## src/rtl/bsg_mem_byte_write_coalescer.sv

```systemverilog
// Purpose: merges consecutive byte-masked stores to one word address and issues one masked RAM write per word.
// Latency: a full word is written the cycle after it completes; a partial word is written after timeout_p idle cycles, on flush_i, or when a store arrives for another address.
// Backpressure: ready_o drops only while a full, timeout or flush_i write is draining; a store to a new address is taken in the same cycle the old word is written.
module bsg_mem_byte_write_coalescer #(
    parameter int width_p   = 64,
    parameter int els_p     = 512,
    parameter int timeout_p = 8,
    localparam int addr_width_lp = (els_p > 1) ? $clog2(els_p) : 1,
    localparam int mask_width_lp = width_p >> 3
) (
    input  logic                     clk_i,
    input  logic                     reset_i,

    input  logic                     v_i,
    input  logic [addr_width_lp-1:0] addr_i,
    input  logic [mask_width_lp-1:0] mask_i,
    input  logic [width_p-1:0]       data_i,
    output logic                     ready_o,
    input  logic                     flush_i,

    output logic                     w_v_o,
    output logic [mask_width_lp-1:0] w_mask_o,
    output logic [addr_width_lp-1:0] w_addr_o,
    output logic [width_p-1:0]       w_data_o,

    output logic                     pending_o,
    output logic [addr_width_lp-1:0] pending_addr_o
);

    localparam int timer_width_lp = $clog2(timeout_p + 1);
    localparam logic [timer_width_lp-1:0] timeout_lp = timer_width_lp'(timeout_p);

    typedef enum logic {
        e_empty,
        e_hold
    } state_e;

    state_e                    state;
    logic [addr_width_lp-1:0]  buf_addr;
    logic [mask_width_lp-1:0]  buf_mask;
    logic [width_p-1:0]        buf_data;
    logic [timer_width_lp-1:0] timer;

    logic [width_p-1:0] in_bits;
    logic               hold;
    logic               addr_hit;
    logic               hard_flush;
    logic               flush;
    logic               accept;
    logic               load_ok;

    // Expand the incoming byte enables to a per-bit mask for zeroing and merging.
    always_comb begin
        in_bits = '0;
        for (int i = 0; i < mask_width_lp; i++) begin
            in_bits[i*8 +: 8] = {8{mask_i[i]}};
        end
    end

    // Flush decode and handshake; mask_i and data_i stay off every output path.
    always_comb begin
        hold       = (state == e_hold);
        addr_hit   = (addr_i == buf_addr);
        // Full, timeout and flush_i writes stall the client so a store can't slip past the drain.
        hard_flush = hold & ((&buf_mask) | (timer == timeout_lp) | flush_i);
        // A store to a different address evicts the buffer but is itself accepted.
        flush      = hard_flush | (hold & v_i & ~addr_hit);
        ready_o    = ~hard_flush;
        accept     = v_i & ready_o;
        load_ok    = accept & (|mask_i);
    end

    // Write port shows the buffer only while a write is being issued.
    always_comb begin
        w_v_o    = flush;
        w_mask_o = flush ? buf_mask : '0;
        w_addr_o = flush ? buf_addr : '0;
        w_data_o = flush ? buf_data : '0;
    end

    assign pending_o      = hold;
    assign pending_addr_o = buf_addr;

    // Buffer state machine: load, merge, idle timer and drain.
    always_ff @(posedge clk_i or posedge reset_i) begin
        if (reset_i) begin
            state    <= e_empty;
            buf_addr <= '0;
            buf_mask <= '0;
            buf_data <= '0;
            timer    <= '0;
        end else begin
            case (state)
                e_empty: begin
                    if (load_ok) begin
                        state    <= e_hold;
                        buf_addr <= addr_i;
                        buf_mask <= mask_i;
                        buf_data <= data_i & in_bits;
                        timer    <= '0;
                    end
                end
                e_hold: begin
                    if (flush) begin
                        // Only an address-change flush can carry an accepted store.
                        if (load_ok) begin
                            buf_addr <= addr_i;
                            buf_mask <= mask_i;
                            buf_data <= data_i & in_bits;
                            timer    <= '0;
                        end else begin
                            state <= e_empty;
                        end
                    end else if (accept) begin
                        // Same-address store: later bytes win; a zero mask just restarts the timer.
                        buf_mask <= buf_mask | mask_i;
                        buf_data <= (buf_data & ~in_bits) | (data_i & in_bits);
                        timer    <= '0;
                    end else if (timer != timeout_lp) begin
                        timer <= timer + 1'b1;
                    end
                end
                default: state <= e_empty;
            endcase
        end
    end

endmodule

```

## config.mk

```make
export PLATFORM = sky130hd
export DESIGN_NAME = bsg_mem_byte_write_coalescer
export DESIGN_NICKNAME = d
export VERILOG_FILES = /design/src/rtl/bsg_mem_byte_write_coalescer.sv
export SDC_FILE = /design/constraint.sdc
export NUM_CORES = 1
export LEC_CHECK = 0
export CELL_PAD_IN_SITES_DETAIL_PLACEMENT = 1
export CELL_PAD_IN_SITES_GLOBAL_PLACEMENT = 2
export CORE_UTILIZATION = 26
export DETAILED_ROUTE_END_ITERATION = 16
export PLACE_DENSITY_LB_ADDON = 0.1
export REMOVE_ABC_BUFFERS = 1
export SKIP_LAST_GASP = 1
export SYNTH_ARGS = -nofsm -noshare
export SYNTH_HDL_FRONTEND = slang
export SYNTH_SLANG_ARGS = --single-unit
```

## constraint.sdc

```tcl
create_clock -name clk_i -period 3.98 [get_ports clk_i]
set_clock_uncertainty 0.2 [all_clocks]
set_input_delay 0.796 -clock clk_i [delete_from_list [all_inputs] [get_ports clk_i]]
set_output_delay 0.796 -clock clk_i [all_outputs]
set_load 0.05 [all_outputs]
```

# Yosys cells after proc, flatten, opt, wreduce, memory -nomap -nowiden
# Cells that the tools add are included.
[op_classes]
add_sub_neg = 1
n_eq_ne = 6
muxes = 22
n_bitwise = 16
n_reduce_logical = 2
[ops]
columns = ["cell", "n"]
rows = [
  ["$mux W64", 4],
  ["$and A64 B64 Y64", 2],
  ["$pmux W64 S2", 1],
  ["$not A64 Y64", 1],
  ["$or A64 B64 Y64", 1],
  ["$mux W8", 4],
  ["$mux W9", 3],
  ["$pmux W9 S2", 1],
  ["$mux W4", 4],
  ["$pmux W8 S2", 1],
  ["$eq A9 B9 Y1", 1],
  ["$or A8 B8 Y8", 1],
  ["$pmux W4 S2", 1],
  ["$reduce_and A8 Y1", 1],
  ["$reduce_or A8 Y1", 1],
  ["$and A1 B1 Y1", 5],
  ["$add A4 B1 Y4 const B", 1],
  ["$eq A4 B4 Y1 const B", 1],
  ["$ne A4 B1 Y1 const B", 1],
  ["$ne A4 B4 Y1 const B", 1],
  ["$ne A3 B1 Y1 const B", 1],
  ["$not A1 Y1", 3],
  ["$or A1 B1 Y1", 3],
  ["$mux W1", 2],
  ["2 further kinds", 2],
]
[totals]
register_bits = 86
input_bits = 85
out_inout_bits = 93
wordCells = 52

# Logic depth before layout (Yosys ltp)
[depth]
word_depth = 10
ltp_mapped = 8
depth_no_buf = 7

# Worst setup path before layout
# No wires, ideal clock.
[synth_timing]
path_type = "register to output"
start = "register state, in the netlist pending_o"
end = "output w_data_o[54]"
arrival_ns = 2.610
required_time_ns = 2.984
slack_ns = 0.374
stages_incl_launch_ff = 6
path_buffers = 2
cell_sequence = "dfrtp_1 -> clkbuf_1 -> nand2_1 -> a21boi_2 -> clkbuf_1 -> nor2b_1"
[synth_between]
elab_chain_cells = 4
elab_cells_between_ends = 5
cone_classes = "1 x mux; 4 x bitwise"
[synth_lines]
columns = ["element", "line_no", "rtl"]
rows = [
  ["start: declaration", "38", "state_e state;"],
  ["start signal: assignment", "87", "state <= e_empty;"],
  ["start signal: assignment", "96", "state <= e_hold;"],
  ["start signal: assignment", "112", "state <= e_empty;"],
  ["$and A1 B1 Y1 (2 in series)", "67", "flush = hard_flush | (hold & v_i & ~addr_hit);"],
  ["$or A1 B1 Y1 *", "67", ""],
  ["$mux W64 *", "78", "w_data_o = flush ? buf_data : '0;"],
  ["end: declaration", "24", "output logic [width_p-1:0] w_data_o,"],
]
# Mark *: on every way between the ends. The rest lies on a longest branch, timed or not.

# Final worst setup path
[layout_timing]
start = "input addr_i[8]"
end = "output w_data_o[22]"
[layout_between]
elab_chain_cells = 5
[layout_lines]
columns = ["element", "line_no", "rtl"]
rows = [
  ["start: declaration", "15", "input logic [addr_width_lp-1:0] addr_i,"],
  ["$eq A9 B9 Y1", "63", "addr_hit = (addr_i == buf_addr);"],
  ["$not A1 Y1", "67", ""],
  ["$and A1 B1 Y1", "67", ""],
  ["$or A1 B1 Y1", "67", ""],
  ["$mux W64", "78", ""],
]
# Every way passes these cells.

==> impl_metrics.yaml <==
critical_path:
  critPathRequiredTime_ns: 2.98
  slowest_stage: "clkdlybuf4s50_1"
  critPathMaxStageDelay_ns: 0.44
  worstSetupStartpointType: "primary input"
  crit_fanout: 46
  critical_path_class: "in2out"
  path_cells: "clkdlybuf4s50_1 > xor2_1 > nor4_1 > nand3_1 > a21boi_4 > buf_12 > nor2b_1 > buf_4"
  crit_arrival_ns: 2.79
  crit_path_end_kind: "output pin"
timing:
  rsz0062_at_grt: "no"
  slew_headroom_pct: 49.5
  post-route-min-period_ns: 3.78
  hold_viol: 0
  setup_viol: 0
  worst_pin_slew_ns: 0.755
  tns_ns: 0
  period_share_pct: 95.0
  max_freq_ghz: 0.264
  drv_slew: 0
place:
  gp_congestion: 0.749
  dp.final_hpwl_mm: 9.03
  io_buffers: 177
  dp.cells: 714
floorplanning:
  die_h_um: 128
  die_area_mm2: 0.0164
  die_w_um: 128
  placementRows: 45
  pin_count: 178
  core_mm2: 0.0154
  start_util_pct: 26.9
cts:
  cts_buffers: 9
  clock_path_buffers: 2
  cts_resized: 0
  clock_latency_ns: 0.33
  cts_root_buffer: "clkbuf_16"
  cts_hold_buf: 0
  clock-sinks: 86
  htreeDepth: 3
  path_clk_slew_ns: 0.06
  cts_tree: "built"
  post-cts-setup-buffers: 0
cells_and_area:
  antennaDiodeCount: 0
  drive_above_1_share_pct: 26.6
  fillCellCount: 1664
  final_cell_mix: "clkdlybuf4s50_1 (94), buf_4 (94), dfrtp_1 (86)"
  syn_to_final_growth_pct: 53.1
  seqCellArea_mm2: 0.00215
  multi_input_area_mm2: 0.00185
  fin_cells: 729
  layout.nets: 601
  post-route-util_pct: 41.1
detailed_routing:
  via_per_inst: 4.78
  wirelength_mm: 12.7
  drt_iter0_markers: 137
  vias: 3481
  avgRoutedWirePerCell_um: 17.5
  drc: 0
  dr.pass1.iters: 4
  ant_nets: 0
power:
  p_leak_nw: 2.72
  max-vdd-ir-drop_uv: 151
  p_per_area_mw_per_mm2: 456
global_routing:
  grt_pass1_vias: 3630
  grt_usage_pct: 15.7
  antenna_found_initial: 0
  grt_start_max_net_pins: 57
  grt_pass1_wl_mm: 19.7
  overflow: 0
synth:
  avgSynthCellArea_um2: 12.2
  synthArstFlopShare_pct: 100
  synth_edf_count: 0
  syn_area_mm2: 0.00413
  ys_types: 38
  syn_inst: 339
  ys_warn_count: 0
  ys.flop_type: "dfrtp_1"
  ys_ff_latch: 86
  ys_seq_area_share_pct: 52.1
status:
  outcome: "completed"
worst_hold_path:
  hp-class: "reg2reg"
flow_run:
  drv_cap: 0
[per-stage QoR]
stage / area [µm²] / setup slack (ns) / total power, mW / hold WS, ns
2_1_floorplan: 4010 / -1.79 / 1.63 / 0.258
3_3_place_gp: 6000 / 0.242 / 1.99 / 0.266
3_5_place_dp: 6000 / 0.166 / 2.00 / 0.274
4_1_cts: 6320 / 0.165 / 2.94 / 0.288
5_1_grt: 6320 / 0.0553 / 3.02 / 0.293
6_report: 6320 / 0.197 / 2.88 / 0.282
[kinds of logic (layout without fill, tap and decap cells)]
logic type	after synthesis	in the layout	share of synthesized area [%]
DFF	86	86	52.1
buffers and inverters	35	214	3.66
adders and majority gates	2	2	0.606
muxes	10	10	2.88
AOI/OAI and AO/OA	93	93	23.2
and+or+nand+nor	104	104	15.6
xor gates and xnor gates	9	9	1.91
[cells in the mapped netlist (4+ instances only)]
| library cell | n | share of area [%] |
|---|---|---|
| inv_1 | 8 | 0.73 |
| a22o_1 | 7 | 1.5 |
| dfrtp_1 | 86 | 52 |
| clkbuf_1 | 18 | 1.6 |
| a32o_1 | 64 | 16 |
| nor2_1 | 4 | 0.36 |
| xor2_1 | 9 | 1.9 |
| nand4_1 | 4 | 0.61 |
| o21ai_4 | 8 | 3.1 |
| mux2_2 | 7 | 1.9 |
| buf_2 | 7 | 0.85 |
| nor2b_1 | 82 | 12 |
[metal layers]
metal | part of all wire, % | track usage [%]
met5 | 0 | 0
met1 | 45 | 20.1
met2 | 46 | 25.4
met3 | 6.8 | 4.01
met4 | 1.7 | 6.23
[worst paths after layout]
path / from / endpoint / slack [ns] / cells after the start
worst max-delay path: addr_i[8] / w_data_o[22] / 0.20 / 8
worst min-delay path: flop / flop / 0.28 / 1
worst max register to register: timer[0]$_DFFE_PP0P_ / pending_addr_o[0]$_DFFE_PP0P_ / 1.37 / 7
worst min register to register: flop / flop / 0.28 / 1
max in group asynchronous: reset_i / pending_addr_o[7]$_DFFE_PP0P_ / 2.19 / 3
min in group asynchronous: reset_i / asynchronous set/reset pin / 0.74 / 2
[report_power, final]
part | total [mW] | switching, mW | internal, mW | leakage (nW)
Clock | 0.909 | 0.331 | 0.578 | 0.161
Sequential | 1.05 | 0.0712 | 0.980 | 1.10
Combinational | 0.923 | 0.563 | 0.360 | 1.46
[critical path, delay by kind of cell]
family | cells | cell delay, ns
AOI/OAI and AO/OA | 1 | 0.24
and+or+nand+nor | 3 | 0.68
xor gates and xnor gates | 1 | 0.15
buffers and inverters | 3 | 0.89
[area by class of cell]
type | instances | share of cell area [%]
repair buffers | 191 | 27.0
clock inverters | 4 | 1.11
multi-input cells | 218 | 29.2
well taps | 211 | 4.17
flip-flops and latches | 86 | 34.0
clock buffers | 11 | 4.00
inverters | 8 | 0.514
(Power assumes the default switching activity.)
==> patch 1: new RTL, same settings <==
`timeout_p`: 8 -> 16.
--- a/src/rtl/bsg_mem_byte_write_coalescer.sv
+++ b/src/rtl/bsg_mem_byte_write_coalescer.sv
@@ -4,7 +4,7 @@
 module bsg_mem_byte_write_coalescer #(
     parameter int width_p   = 64,
     parameter int els_p     = 512,
-    parameter int timeout_p = 8,
+    parameter int timeout_p = 16,
     localparam int addr_width_lp = (els_p > 1) ? $clog2(els_p) : 1,
     localparam int mask_width_lp = width_p >> 3
 ) (
Formal check against the unedited RTL: no difference found for any inputs over 4 cycles, from zero or initial values and one cycle with reset_i high; that may be too few to reach the edited logic, so the function may still have changed.
==> patch 1 against the unedited design <==
- synthesized area up 4.0%
- sequential cell count up 1
- via count up 4.0%
- sequential share of layout area down 5.0 points
- register-to-register slack worse by 0.09 ns
- total power up 9.9%
- setup slack worse by 0.073 ns
- routed wire length up 11%
- cell area up 18%
- combinational power up 20%
- fmax down 1.9%
==> patch 1: results (changes against the unedited design) <==
[synth]
synthTopCellsByArea=dfrtp_1 51%, and2_1 13%, a22o_1 10%, a32o_1 3.7%, o31ai_4 3.0%
synth.area.mux_share_pct=2.80  ; -0.081 points
synth-adder-area-share_pct=0.583  ; -0.023 points
yosysUniqueCellTypes=44  ; +16%
synth_xor_area_share_pct=2.04  ; +0.13 points
seq_area_frac_synth_pct=50.7  ; -1.4 points

[detailed_routing]
routed_via_density=4.80  ; +0.57%
wl_met1_um=5930  ; +3.4%
wl_met3_um=871  ; +0.35%
drt_wl_total_um=14200  ; +11%

[critical_path]
arrival_ns=2.86  ; +0.07 ns
r2r-end=pending_addr_o[8]
crit_fanout=58  ; +26%
r2r_cells=6  ; -1
ff2ff_setup_slack_ns=1.28  ; -0.09 ns
setup.worst_path.start=addr_i[5]

[placement]
place_hpwl_um=10700  ; +19%
pre_cts_ws_ns=0.109  ; -0.0571 ns
gp_congestion=0.730  ; -2.5%

[sta]
finalCritPeriodShare_pct=96.9  ; +1.8 points

[finish]
nets=620  ; +3.2%

[outcome]
status=finished, final reports clean

[global_route]
grt_start_max_net_pins=88  ; +54%

[pwr]
ir_worst_vdd_mv=0.227  ; +50%
swShare_pct=32.5  ; -0.98 points

[patch 1: cell count changes after synthesis, moves of 3 or more]
cell       unedited run  this run
a21o_1                0         7
a22o_1                7        51
a32o_1               64        16
and2_1                1        88
buf_2                 7         4
clkbuf_1             18        14
inv_1                 8         5
nor2b_1              82         0
nor4_1                1         8
o2111ai_1             0         7
o21ai_4               8         0
o31ai_4               0         6
xnor2_1               0        10
xor2_1                9         0
[patch 1: per-stage QoR]
stage                     cell area, µm²  power (mW)  hold slack [ns]  std cells
after floorplan                     4180        1.64            0.258        335
after global placement              7140        2.19            0.274        738
after detailed placement            7140        2.21            0.275        738
after CTS                           7490        3.21            0.291        754
after global routing                7490        3.31            0.309        754
final                               7490        3.17            0.284        754
[patch 1: critical path: cells and delay by family]
kind	cells	cell delay, ns
AO/OA/AOI/OAI	2	0.62
XOR/XNOR	1	0.15
AND/OR/NAND/NOR	2	0.40
buffers and inverters	3	0.85
[patch 1: final cells by class]
cell class	instances	area share, %
Inverter	6	0.334
Tap cell	216	3.61
Clock buffer	11	3.24
Timing Repair Buffer	187	35.8
Clock inverter	5	1.40
Sequential cell	87	29.1
Multi-Input combinational cell	242	26.5
[patch 1: power groups by stage]
stage / registers (mW) / clock network (mW) / logic (mW)
3_3_place_gp: 1.08 / 0 / 1.11
3_5_place_dp: 1.09 / 0 / 1.12
5_1_grt: 1.09 / 1.05 / 1.17
2_1_floorplan: 1.12 / 0 / 0.524
4_1_cts: 1.07 / 1.01 / 1.12
6_report: 1.07 / 0.990 / 1.11
[patch 1: routing by layer]
layer	global-route usage, %	up-vias
met5	0	-
met4	4.33	0
met3	5.46	11
met2	29.4	97
met1	21.8	1833
li1	-	1680
==> patch 2: new RTL, same flow settings <==
Without the edit above. Compare `timer` against `timeout_lp` with >= in place of ==.
--- a/src/rtl/bsg_mem_byte_write_coalescer.sv
+++ b/src/rtl/bsg_mem_byte_write_coalescer.sv
@@ -62,7 +62,7 @@
         hold       = (state == e_hold);
         addr_hit   = (addr_i == buf_addr);
         // Full, timeout and flush_i writes stall the client so a store can't slip past the drain.
-        hard_flush = hold & ((&buf_mask) | (timer == timeout_lp) | flush_i);
+        hard_flush = hold & ((&buf_mask) | (timer >= timeout_lp) | flush_i);
         // A store to a different address evicts the buffer but is itself accepted.
         flush      = hard_flush | (hold & v_i & ~addr_hit);
         ready_o    = ~hard_flush;
Formal check against the unedited RTL: no difference found for any inputs over 4 cycles, from zero or initial values and one cycle with reset_i high; that may be too few to reach the edited logic, so the function may still have changed.
==> patch 2 against the unedited design <==
- fmax shrank 0.46%
- cell area grew 15%
- sequential cell count is the same
- via count shrank 2.3%
- cell count grew 0.69%
- synthesized area shrank 0.12%
- setup slack lost 0.017 ns
- critical path depth is the same
- sequential share of layout area shrank 4.5 points
- routed wire length shrank 0.54%
Power is not compared: it rests on default switching activity, and its combinational part moved more than twofold at a synthesized area within 25%.
==> patch 2: results (changes against the unedited design) <==
[synth]
synthTopCellsByCount=90 x and2_1, 86 x dfrtp_1, 64 x a22o_1, 12 x inv_1, 10 x clkbuf_1
yosys_warnings=0  ; unchanged
synthTopCellsByArea=dfrtp_1 52%, and2_1 14%, a22o_1 14%, o311ai_4 5.1%, mux2_2 2.5%
yosysUniqueCellTypes=34  ; -11%
async_flop_share_pct=100  ; unchanged
seq_area_frac_synth_pct=52.2  ; +0.063 points
yosysTopAreaCell=dfrtp_1
yosysTopAreaCellShare_pct=52.2  ; +0.063 points
syn_avg_cell_area_um2=11.9  ; -2.4%

[pwr]
ir_worst_vdd_mv=0.340
leakage_nw=3.14

[sta]
min_period_ns=3.80  ; +0.0174 ns
tightest_slew_ns=1.08  ; +0.323 ns

[clocking]
cts_made_buffers=9  ; unchanged
clock_tree.root_cell=clkbuf_16
ctsResizeCount=0  ; unchanged
ctsHtreeMaxLevel=3  ; unchanged
ctsHoldBuffers=0  ; unchanged
path_clk_slew_ns=0.06  ; about the same
post-cts-setup-buffers=0  ; unchanged
clock_path_buffers=2  ; unchanged

[finish]
diodes=0  ; unchanged
fin_cells=734  ; +0.69%
fillers=1560  ; -6.3%
drive_gt1_share_pct=24.5  ; -2.2 points
nets=605  ; +0.67%

[placement]
pre_cts_ws_ns=0.161  ; -0.00462 ns
port_buffers=177  ; unchanged
dp.cells=718  ; +0.56%
gp_congestion=0.701  ; -6.4%
place_hpwl_um=9200  ; +1.8%

[detailed_routing]
drtIter0Drc=141  ; +2.9%
drt_wl_total_um=12700  ; -0.54%
antenna_left=0  ; unchanged
vias=3402  ; -2.3%
dr.pass1.iters=4  ; unchanged

[global_route]
grt_pass1_vias=3813  ; +5.0%
grt_start_max_net_pins=87  ; +53%
grt_use_total_pct=16.5  ; +0.74 points
grt_first_pass_wirelength_um=20800  ; +5.3%
antenna_found_initial=0  ; unchanged

[critical_path]
crit_fanout=54  ; +17%
critPathSlowestCell=clkdlybuf4s50_1
crit_family=buffers and inverters

[worst_hold_path]
hp-class=flop to flop

[outcome]
status=finished, final reports clean

[job]
maxCapViolations=0  ; unchanged

[patch 2: cell count changes after synthesis, sizes merged, moves of 4 or more]
cell | before | now
a22o | 7 | 64
a2bb2oi | 0 | 7
clkbuf | 18 | 10
a32o | 64 | 0
o21ai | 12 | 3
and2 | 1 | 90
nor2b | 82 | 0
o311ai | 0 | 8
buf | 9 | 13
inv | 8 | 12
[patch 2: metal layers]
layer	share of wire [%]	up-vias	GRT usage [%]
met5	0	-	0
met4	1.2	0	6.02
met3	6.1	10	3.88
met2	48	117	26.2
met1	45	1684	21.7
li1	-	1591	-
[patch 2: worst reg2reg max path: stages, from the launching register on]
cell,delay (ns)
dfrtp_1,0.44
nand4_1,0.16
o211ai_1,0.80
buf_4,0.35
o311ai_4,0.17
a22o_1,0.29
[patch 2: metrics by stage]
| stage | TNS (ns) | area (µm²) | power, mW | utilization (%) |
|---|---|---|---|---|
| after floorplan | -110.69 | 4020 | 2.84 | - |
| after global placement | 0 | 6960 | 4.25 | 45.3 |
| after detailed placement | 0 | 6960 | 4.29 | 45.3 |
| after CTS | 0 | 7290 | 5.25 | 47.4 |
| after global routing | 0 | 7290 | 5.43 | 47.4 |
| final | 0 | 7290 | 5.17 | 47.4 |
[patch 2: final cells by class]
class	instances	share of cell area, %
Multi-Input combinational cell	226	25.3
Sequential cell	86	29.5
Inverter	12	0.652
Timing Repair Buffer	183	36.3
Clock buffer	11	3.47
Clock inverter	5	1.12
Tap cell	211	3.62
[patch 2: kinds of logic after synthesis]
group	synth area share, %
xor gates and xnor gates	1.91
muxes	2.46
DFF	52.2
and+or+nand+nor	16.2
buffers and inverters	3.64
AOI/OAI and AO/OA	23.0
adders and majority gates	0.606
[patch 2: report_power, final]
group | switching, mW | internal (mW)
Clock | 0.348 | 0.584
Combinational | 1.58 | 1.33
Sequential | 0.190 | 1.14
[patch 2: worst paths after layout]
| path | slack, ns | endpoint | cells after the start | from |
|---|---|---|---|---|
| setup / recovery | 0.18 | w_data_o[20] | 8 | addr_i[8] |
| hold / removal | 0.29 | flop | 1 | flop |
| setup reg to reg | 1.46 | flop | 5 | buf_mask[1] |
| hold reg to reg | 0.29 | flop | 1 | flop |
| max in group asynchronous | 2.02 | async pin | 2 | reset_i |
| min in group asynchronous | 0.88 | async pin | 2 | reset_i |
